$ cat src/rtl/elastic_buffer_pkg.sv
// Shared constants, occupancy encoding and sizing helpers for elastic_buffer.
package elastic_buffer_pkg;

  localparam int EB_DEFAULT_N     = 16;
  localparam int EB_DEFAULT_DEPTH = 4;

  typedef enum logic [1:0] {
    OCC_EMPTY   = 2'd0,
    OCC_PARTIAL = 2'd1,
    OCC_FULL    = 2'd2
  } occ_e;

  // Width needed to hold every occupancy value 0..depth inclusive.
  function automatic int count_width(input int depth);
    return $clog2(depth + 1);
  endfunction

  function automatic occ_e classify(input int cnt, input int depth);
    if (cnt == 0)     return OCC_EMPTY;
    if (cnt >= depth) return OCC_FULL;
    return OCC_PARTIAL;
  endfunction

endpackage

$ cat src/rtl/elastic_buffer_mem.sv
// DEPTH x N register array: one synchronous write port, one asynchronous read port.
module elastic_buffer_mem #(
  parameter int N     = 16,
  parameter int DEPTH = 4,
  parameter int AW    = $clog2(DEPTH)
) (
  input  logic          clk,
  input  logic          we,
  input  logic [AW-1:0] waddr,
  input  logic [N-1:0]  wdata,
  input  logic [AW-1:0] raddr,
  output logic [N-1:0]  rdata
);

  logic [N-1:0] mem [DEPTH];

  // NOTE: storage has no reset; the pointers and count decide what is valid,
  // so clearing the array would only cost a reset fan-out to every bit.
  always_ff @(posedge clk) begin
    if (we) mem[waddr] <= wdata;
  end

  assign rdata = mem[raddr];

endmodule

$ cat src/rtl/elastic_buffer.sv
// First-word-fall-through elastic buffer. Define ELASTIC_BUFFER_PIPE_READY_EN
// to let a full buffer accept a word in the same cycle one is drained.
module elastic_buffer
  import elastic_buffer_pkg::*;
#(
  parameter int N     = EB_DEFAULT_N,
  parameter int DEPTH = EB_DEFAULT_DEPTH
) (
  input  logic                          clk,
  input  logic                          rst,
  input  logic                          flush,
  input  logic                          in_valid,
  output logic                          in_ready,
  input  logic [N-1:0]                  data_in,
  output logic                          out_valid,
  input  logic                          out_ready,
  output logic [N-1:0]                  data_out,
  output logic [count_width(DEPTH)-1:0] count
);

  localparam int AW = $clog2(DEPTH);
  localparam int CW = count_width(DEPTH);

  logic [AW-1:0] wr_ptr;
  logic [AW-1:0] rd_ptr;
  logic [N-1:0]  rd_data;
  logic          push;
  logic          pop;
  occ_e          occ;

  // NOTE: every output of this block is assigned up front so no path leaves
  // a signal holding its old value, which would infer a latch.
  always_comb begin
    occ       = classify(int'(count), DEPTH);
    out_valid = (occ != OCC_EMPTY);
`ifdef ELASTIC_BUFFER_PIPE_READY_EN
    in_ready  = (occ != OCC_FULL) || out_ready;
`else
    in_ready  = (occ != OCC_FULL);
`endif
    push      = in_valid && in_ready && !flush;
    pop       = out_valid && out_ready && !flush;
    data_out  = out_valid ? rd_data : '0;
  end

  // NOTE: non-blocking assignments keep every register reading pre-edge values,
  // so pointer and count updates below never see each other's new state.
  always_ff @(posedge clk) begin
    if (rst || flush) begin
      wr_ptr <= '0;
      rd_ptr <= '0;
      count  <= '0;
    end else begin
      // DEPTH is a power of two, so natural overflow wraps DEPTH-1 to 0.
      if (push) wr_ptr <= wr_ptr + AW'(1);
      if (pop)  rd_ptr <= rd_ptr + AW'(1);
      case ({push, pop})
        2'b10:   count <= count + CW'(1);
        2'b01:   count <= count - CW'(1);
        default: count <= count;
      endcase
    end
  end

  elastic_buffer_mem #(
    .N    (N),
    .DEPTH(DEPTH),
    .AW   (AW)
  ) u_mem (
    .clk  (clk),
    .we   (push),
    .waddr(wr_ptr),
    .wdata(data_in),
    .raddr(rd_ptr),
    .rdata(rd_data)
  );

endmodule

$ cat config.mk
export PLATFORM = sky130hd
export DESIGN_NAME = elastic_buffer
export DESIGN_NICKNAME = d
export VERILOG_FILES = /design/src/rtl/elastic_buffer_pkg.sv /design/src/rtl/elastic_buffer_mem.sv /design/src/rtl/elastic_buffer.sv
export SDC_FILE = /design/constraint.sdc
export NUM_CORES = 1
export LEC_CHECK = 0
export ABC_AREA = 0
export CORE_MARGIN = 8
export CORE_UTILIZATION = 30
export CTS_BUF_LIST = sky130_fd_sc_hd__clkbuf_8
export DETAILED_ROUTE_END_ITERATION = 10
export GPL_TIMING_DRIVEN = 0
export PLACE_DENSITY = 0.56
export SYNTH_ARGS = -nofsm -noshare
export SYNTH_HDL_FRONTEND = slang
export SYNTH_SLANG_ARGS = --single-unit
$ cat constraint.sdc
create_clock -name clk -period 4.05 [get_ports clk]
set_input_delay 0.6075 -clock clk [delete_from_list [all_inputs] [get_ports clk]]
set_output_delay 0.6075 -clock clk [all_outputs]
set_load 0.01 [all_outputs]
==> flow_summary.ini, run 1 <==
[routing]
via_count = 1432
wl_um = 5180
drt-wirelength-per-cell_um = 15.1
dr.pass1.iters = 4
drtIter0Drc = 62
drc = 0
detail-route-antenna-nets = 0
vias_per_cell = 4.19

[finish]
drive_gt1_frac = 0.163
nets = 233
stdcell_count = 342
syn2layout_area_growth_pct = 25.4
n_antenna_cell = 0

[yosys]
syn_area_um2 = 2950
synthCells = 154
ys_warn_count = 0
synth_top_area_frac = 0.651
synthXorXnorAreaFrac = 0.0119
seq_area_frac_synth = 0.712
synthTopCellsByArea = edfxtp_1, mux4_2, dfxtp_1, mux4_1, nor2b_1
synthAdderAreaFrac = 0.0280
synth.mux.area_fraction = 0.133
avgSynthCellArea_um2 = 19.2
synth_fp_nets = 181
synth_compound_area_frac = 0.0110
ys_seq_elements = 73
yosys.area_share.simple = 0.0775
synth_top_family_by_area = multiplexers
ys_types = 26
yosysTopAreaCell = edfxtp_1

[sta]
min_period_ps = 2790
finalSetupViolations = 0
hold_viol_final = 0
finalMaxSlewViolations = 0
worst_pin_slew_ps = 906
finalCritPeriodShare = 0.689
max_slew_margin = 0.396
skew_ps = 7.39
rsz0062_at_grt = no
fin_tns_setup_ps = 0
clock.fmax_mhz = 359

[clock_tree]
clkLatencyLatePin_ps = 330
cts_root_buffer = clkbuf_8
cts_buffers = 9
cts_buffer_depth = 2
cts_max_level = 3
clock_sinks = 73
cts_tree = yes
hold_buffers = 0
cts_resized = 0
postCtsSetupRepairBufs = 0
clkTransAtPathRegs_ps = 70

[global_routing]
grt_max_degree = 17
overflow = 0
first_global_vias = 1587
antenna_found_initial = 0
grt_usage = 0.0846
grt_pass1_wl_um = 8300

[floorplan]
die_height_um = 115
start_util = 0.305
io_pins = 42
rows = 36
core_area_um2 = 9680
die_w_um = 115
dieArea_um2 = 13300

[place]
gp_congestion = 0.668
dp_hpwl_um = 3450
portBuffers = 41
dp.cells = 328

[status]
outcome = completed

[critical_path]
crit_type = reg2out
endpoint_kind = primary output
cp_max_fo = 10
cp-start-kind = register
cp.required_ps = 3440
arrival_ps = 2180

[job]
max-cap-violations = 0

[power]
peakVddDrop_mv = 0.158
p_leak_nw = 1.18
pwr_density_cell_nw_per_um2 = 386

[worst_hold_path]
hp-class = reg2reg
-- worst paths after layout --
kind	startpoint	end	slack, ps	cells after the start
worst max-delay path	count[2]$_SDFFE_PP0P_	data_out[8]	1260	4
worst min-delay path	rd_ptr[1]$_SDFFE_PP0P_	rd_ptr[1]$_SDFFE_PP0P_	490	2
worst max register to register	count[2]$_SDFFE_PP0P_	count[2]$_SDFFE_PP0P_	2010	8
worst min register to register	rd_ptr[1]$_SDFFE_PP0P_	rd_ptr[1]$_SDFFE_PP0P_	490	2
-- per-layer routing --
layer	routed length, um	GRT usage	up-vias
li1	-	-	691
met1	2260	0.0947	705
met2	2560	0.140	27
met3	253	0.0221	9
met4	99	0.0552	0
met5	0	0	-
-- logic make-up (layout without fill, tap and decap cells) --
logic type / after synthesis / in the layout
AND/OR/NAND/NOR: 34 / 34
buffers and inverters: 14 / 69
AO/OA/AOI/OAI: 6 / 6
XOR/XNOR: 4 / 4
flip-flops: 73 / 73
adder cells (fa/ha/maj): 6 / 6
multiplexers: 17 / 17
-- cells in the final DEF, fill, tap and decap left out, types with 2 or more instances in the layout --
cell and n:
clkdlybuf4s50_1 41, mux4_1 6, a21oi_1 3, edfxtp_1 64, nor2_1 8, clkinv_2 3
dfxtp_1 9, xor2_1 3, nor2b_1 13, or3_1 2, inv_1 8, buf_2 3
clkbuf_8 9, ha_1 5, o21ai_0 2, and2_1 4, nor2b_4 3, mux4_2 10
-- layout make-up --
cell class                 instances  area, um2
tap                              133        166
clock buffer                       9        124
timing repair buffer              41        410
fill                             896       5980
buffer                             6       50.0
sequential                        73       2100
multi-input combinational         67        772
clock inverter                     5       48.8
inverter                           8       30.0
-- per-stage QoR --
stage / hold slack [ps] / util / area [um2] / setup WS, ps / power [mW]
global placement: 474 / 0.365 / 3530 / 1350 / 0.930
floorplan: 459 / - / 2950 / 1980 / 0.884
detailed placement: 486 / 0.365 / 3530 / 1340 / 0.932
CTS: 497 / 0.382 / 3700 / 1170 / 1.44
finish: 491 / 0.382 / 3700 / 1260 / 1.43
global route: 526 / 0.382 / 3700 / 1100 / 1.48
-- cell usage after synthesis (all sizes together) --
cell,n
buf,5
and2,4
or3,2
a21oi,3
xor2,3
o31ai,1
nand2,1
mux2i,1
dfxtp,9
nor2b,16
nor2,8
o21ai,2
mux4,16
or2,1
ha,5
inv,8
nor3,1
clkbuf,1
edfxtp,64
xnor2,1
fa,1
nor3b,1
-- sequential cells by signal, summed over array words and instances, names as in the netlist, named ones only --
| name | flops |
|---|---|
| u_mem.mem | 64 |
| count | 3 |
| rd_ptr | 2 |
| wr_ptr | 2 |
-- where the power goes --
group / total, mW / leakage (nW) / switching [mW] / internal, mW
Combinational: 0.0810 / 0.435 / 0.0349 / 0.0461
Clock: 0.515 / 0.0921 / 0.243 / 0.272
Sequential: 0.832 / 0.654 / 0.00368 / 0.829
Total: 1.43 / 1.18 / 0.281 / 1.15
-- worst max-delay path, cell delays in order (launching register included) --
cell,delay (ps)
dfxtp_1,390
nor3_4,460
buf_2,370
nor2b_1,110
clkdlybuf4s50_1,500
(Power assumes the default switching activity.)
==> run 2: changes to the inputs <==
- clock period: 4.05 -> 2.8 ns (I/O delays scaled with it)
==> results of run 2 <==
Same layout as run 1 (identical final DEF). Status: completed.
Main changes from that run: setup slack after placement 1340 ps -> 281 ps; setup slack after layout 1260 ps -> 199 ps; register-to-register setup slack 2010 ps -> 760 ps; total power 1.43 mW -> 2.07 mW; worst IR drop on VDD 0.158 mV -> 0.228 mV
==> run 3: changes to the inputs <==
- PLACE_DENSITY: 0.56 -> 0.55
- SYNTH_HIERARCHICAL: not set -> 1
==> flow_summary.ini, run 3 <==
[status]
outcome = completed

[routing]
dr.pass1.iters = 3
wl_um = 5160
vias_per_cell = 4.29
drtIter0Drc = 48
detail-route-antenna-nets = 0
drt-wirelength-per-cell_um = 15.5
drc = 0
via_count = 1429

[finish]
final_common_cell = edfxtp_1
nets = 222
syn2layout_area_growth_pct = 26.5
n_antenna_cell = 0
largest_reg_flops = 64
n_fill_cell = 882
final_area_um2 = 3600
final_core_util = 0.390
drive_gt1_frac = 0.162
reg_top3 = u_mem/mem x64, count x3
mostFrequentLayoutCells = edfxtp_1, clkdlybuf4s50_1, nor2b_1
stdcell_count = 333
top_register = u_mem/mem

[power]
p_leak_nw = 1.14
peakVddDrop_mv = 0.175
pwr_density_cell_nw_per_um2 = 547

[yosys]
synthTopCellsByArea = edfxtp_1, mux4_2, mux4_1, dfxtp_1, nor2b_1
avgSynthCellArea_um2 = 19.5
yosysTopAreaCell = edfxtp_1
yosys-top-cells-count = edfxtp_1, nor2b_1, mux4_2
synth_top_area_frac = 0.675
ys_warn_count = 6
seq_area_frac_synth = 0.724
async_reset_ff_frac = 0
synth_fp_nets = 169
syn_area_um2 = 2850
ys_seq_elements = 71
yosysMostFrequentCell = edfxtp_1
synth_edf_count = 64
ys.flop_type = edfxtp_1
synthCells = 146
ys_types = 27

[sta]
clock.fmax_mhz = 381
worst_pin_slew_ps = 931
finalSetupViolations = 0
skew_ps = 8.42
finalMaxSlewViolations = 0
max_slew_margin = 0.377
hold_viol_final = 0
min_period_ps = 2620
finalCritPeriodShare = 0.937
fin_ws_ps = 177
rsz0062_at_grt = no

[place]
dp_hpwl_um = 3440
gp_congestion = 0.643
dp.cells = 317
portBuffers = 41
pre_cts_ws_ps = 151
postPlaceCellArea_um2 = 3440

[floorplan]
rows = 35
start_util = 0.308
die_w_um = 113
die_height_um = 113
io_pins = 42
dieArea_um2 = 12900
core_area_um2 = 9240

[clock_tree]
clkLatencyLatePin_ps = 330
clkTransAtPathRegs_ps = 70
cts_buffers = 9
cts_max_level = 3
clock_sinks = 71
cts_buffer_depth = 2
cts_root_buffer = clkbuf_8
cts_resized = 0
postCtsSetupRepairBufs = 0
hold_buffers = 0
cts_tree = yes

[critical_path]
crit_type = reg2out
cp-start-kind = register
cp.required_ps = 2380
cp_max_fo = 10
arrival_ps = 2200
endpoint_kind = primary output

[global_routing]
grt_max_degree = 17
overflow = 0
grt_usage = 0.0877
first_global_vias = 1610
grt_pass1_wl_um = 8360
antenna_found_initial = 0

[job]
max-cap-violations = 0

[worst_hold_path]
hp-class = reg2reg
[run 3: cell types whose count changed in the layout (fill, tap and decap cells not counted), moves of 2 or more]
cell / delta
ha_1: -4
and2_1: -4
nor2b_4: -3
nor2b_1: +3
and3b_1: +2
dfxtp_1: -2
[run 3: final cells by class]
cell class                 instances  area (um2)  area share
sequential                        71        2060       0.572
timing repair buffer              42         422       0.117
multi-input combinational         63         718       0.199
tap                              129         161      0.0448
clock buffer                      10         138      0.0382
inverter                           6        22.5     0.00625
buffer                             6        50.0      0.0139
clock inverter                     6        30.0     0.00833
[run 3: logic make-up after synthesis]
| group | share of synthesized area |
|---|---|
| flops | 0.724 |
| simple gates | 0.0778 |
| mux | 0.134 |
| buf+inv | 0.0255 |
| compound gates | 0.0114 |
| xor+xnor | 0.0154 |
| fa+ha+maj | 0.0114 |
[run 3: report_power, final]
part / switching, mW / total (mW) / internal, mW
clock network: 0.346 / 0.680 / 0.334
logic: 0.0483 / 0.115 / 0.0663
registers: 0.00524 / 1.18 / 1.17
total: 0.400 / 1.97 / 1.57
[run 3: stage by stage]
step | TNS, ps | power (mW) | hold slack (ps)
after floorplan | 0 | 1.25 | 455
after detailed placement | 0 | 1.32 | 477
final | 0 | 1.97 | 477
after global routing | 0 | 2.06 | 538
after global placement | -17640 | 1.31 | 466
after CTS | 0 | 2.00 | 487
[run 3: worst paths after layout]
path | to | slack, ps | from | cells after the start
hold / removal | rd_ptr[1]$_SDFFE_PP0P_ | 480 | rd_ptr[1]$_SDFFE_PP0P_ | 2
hold reg to reg | rd_ptr[1]$_SDFFE_PP0P_ | 480 | rd_ptr[1]$_SDFFE_PP0P_ | 2
setup reg to reg | u_mem/mem[0][8]$_DFFE_PP_ | 670 | count[2]$_SDFFE_PP0P_ | 3
setup / recovery | data_out[13] | 180 | rd_ptr[0]$_SDFFE_PP0P_ | 5
[run 3: routing by layer]
| layer | track usage | up-vias | wire length [um] |
|---|---|---|---|
| li1 | - | 676 | - |
| met1 | 0.0936 | 708 | 2190 |
| met2 | 0.147 | 38 | 2520 |
| met5 | 0 | - | 0 |
| met3 | 0.0391 | 7 | 392 |
| met4 | 0.0400 | 0 | 49 |
[run 3: critical path, cell delays in order (launching register included)]
cell	delay [ps]
dfxtp_1	390
buf_6	170
buf_12	160
mux4_2	480
nor2b_1	150
clkdlybuf4s50_1	510
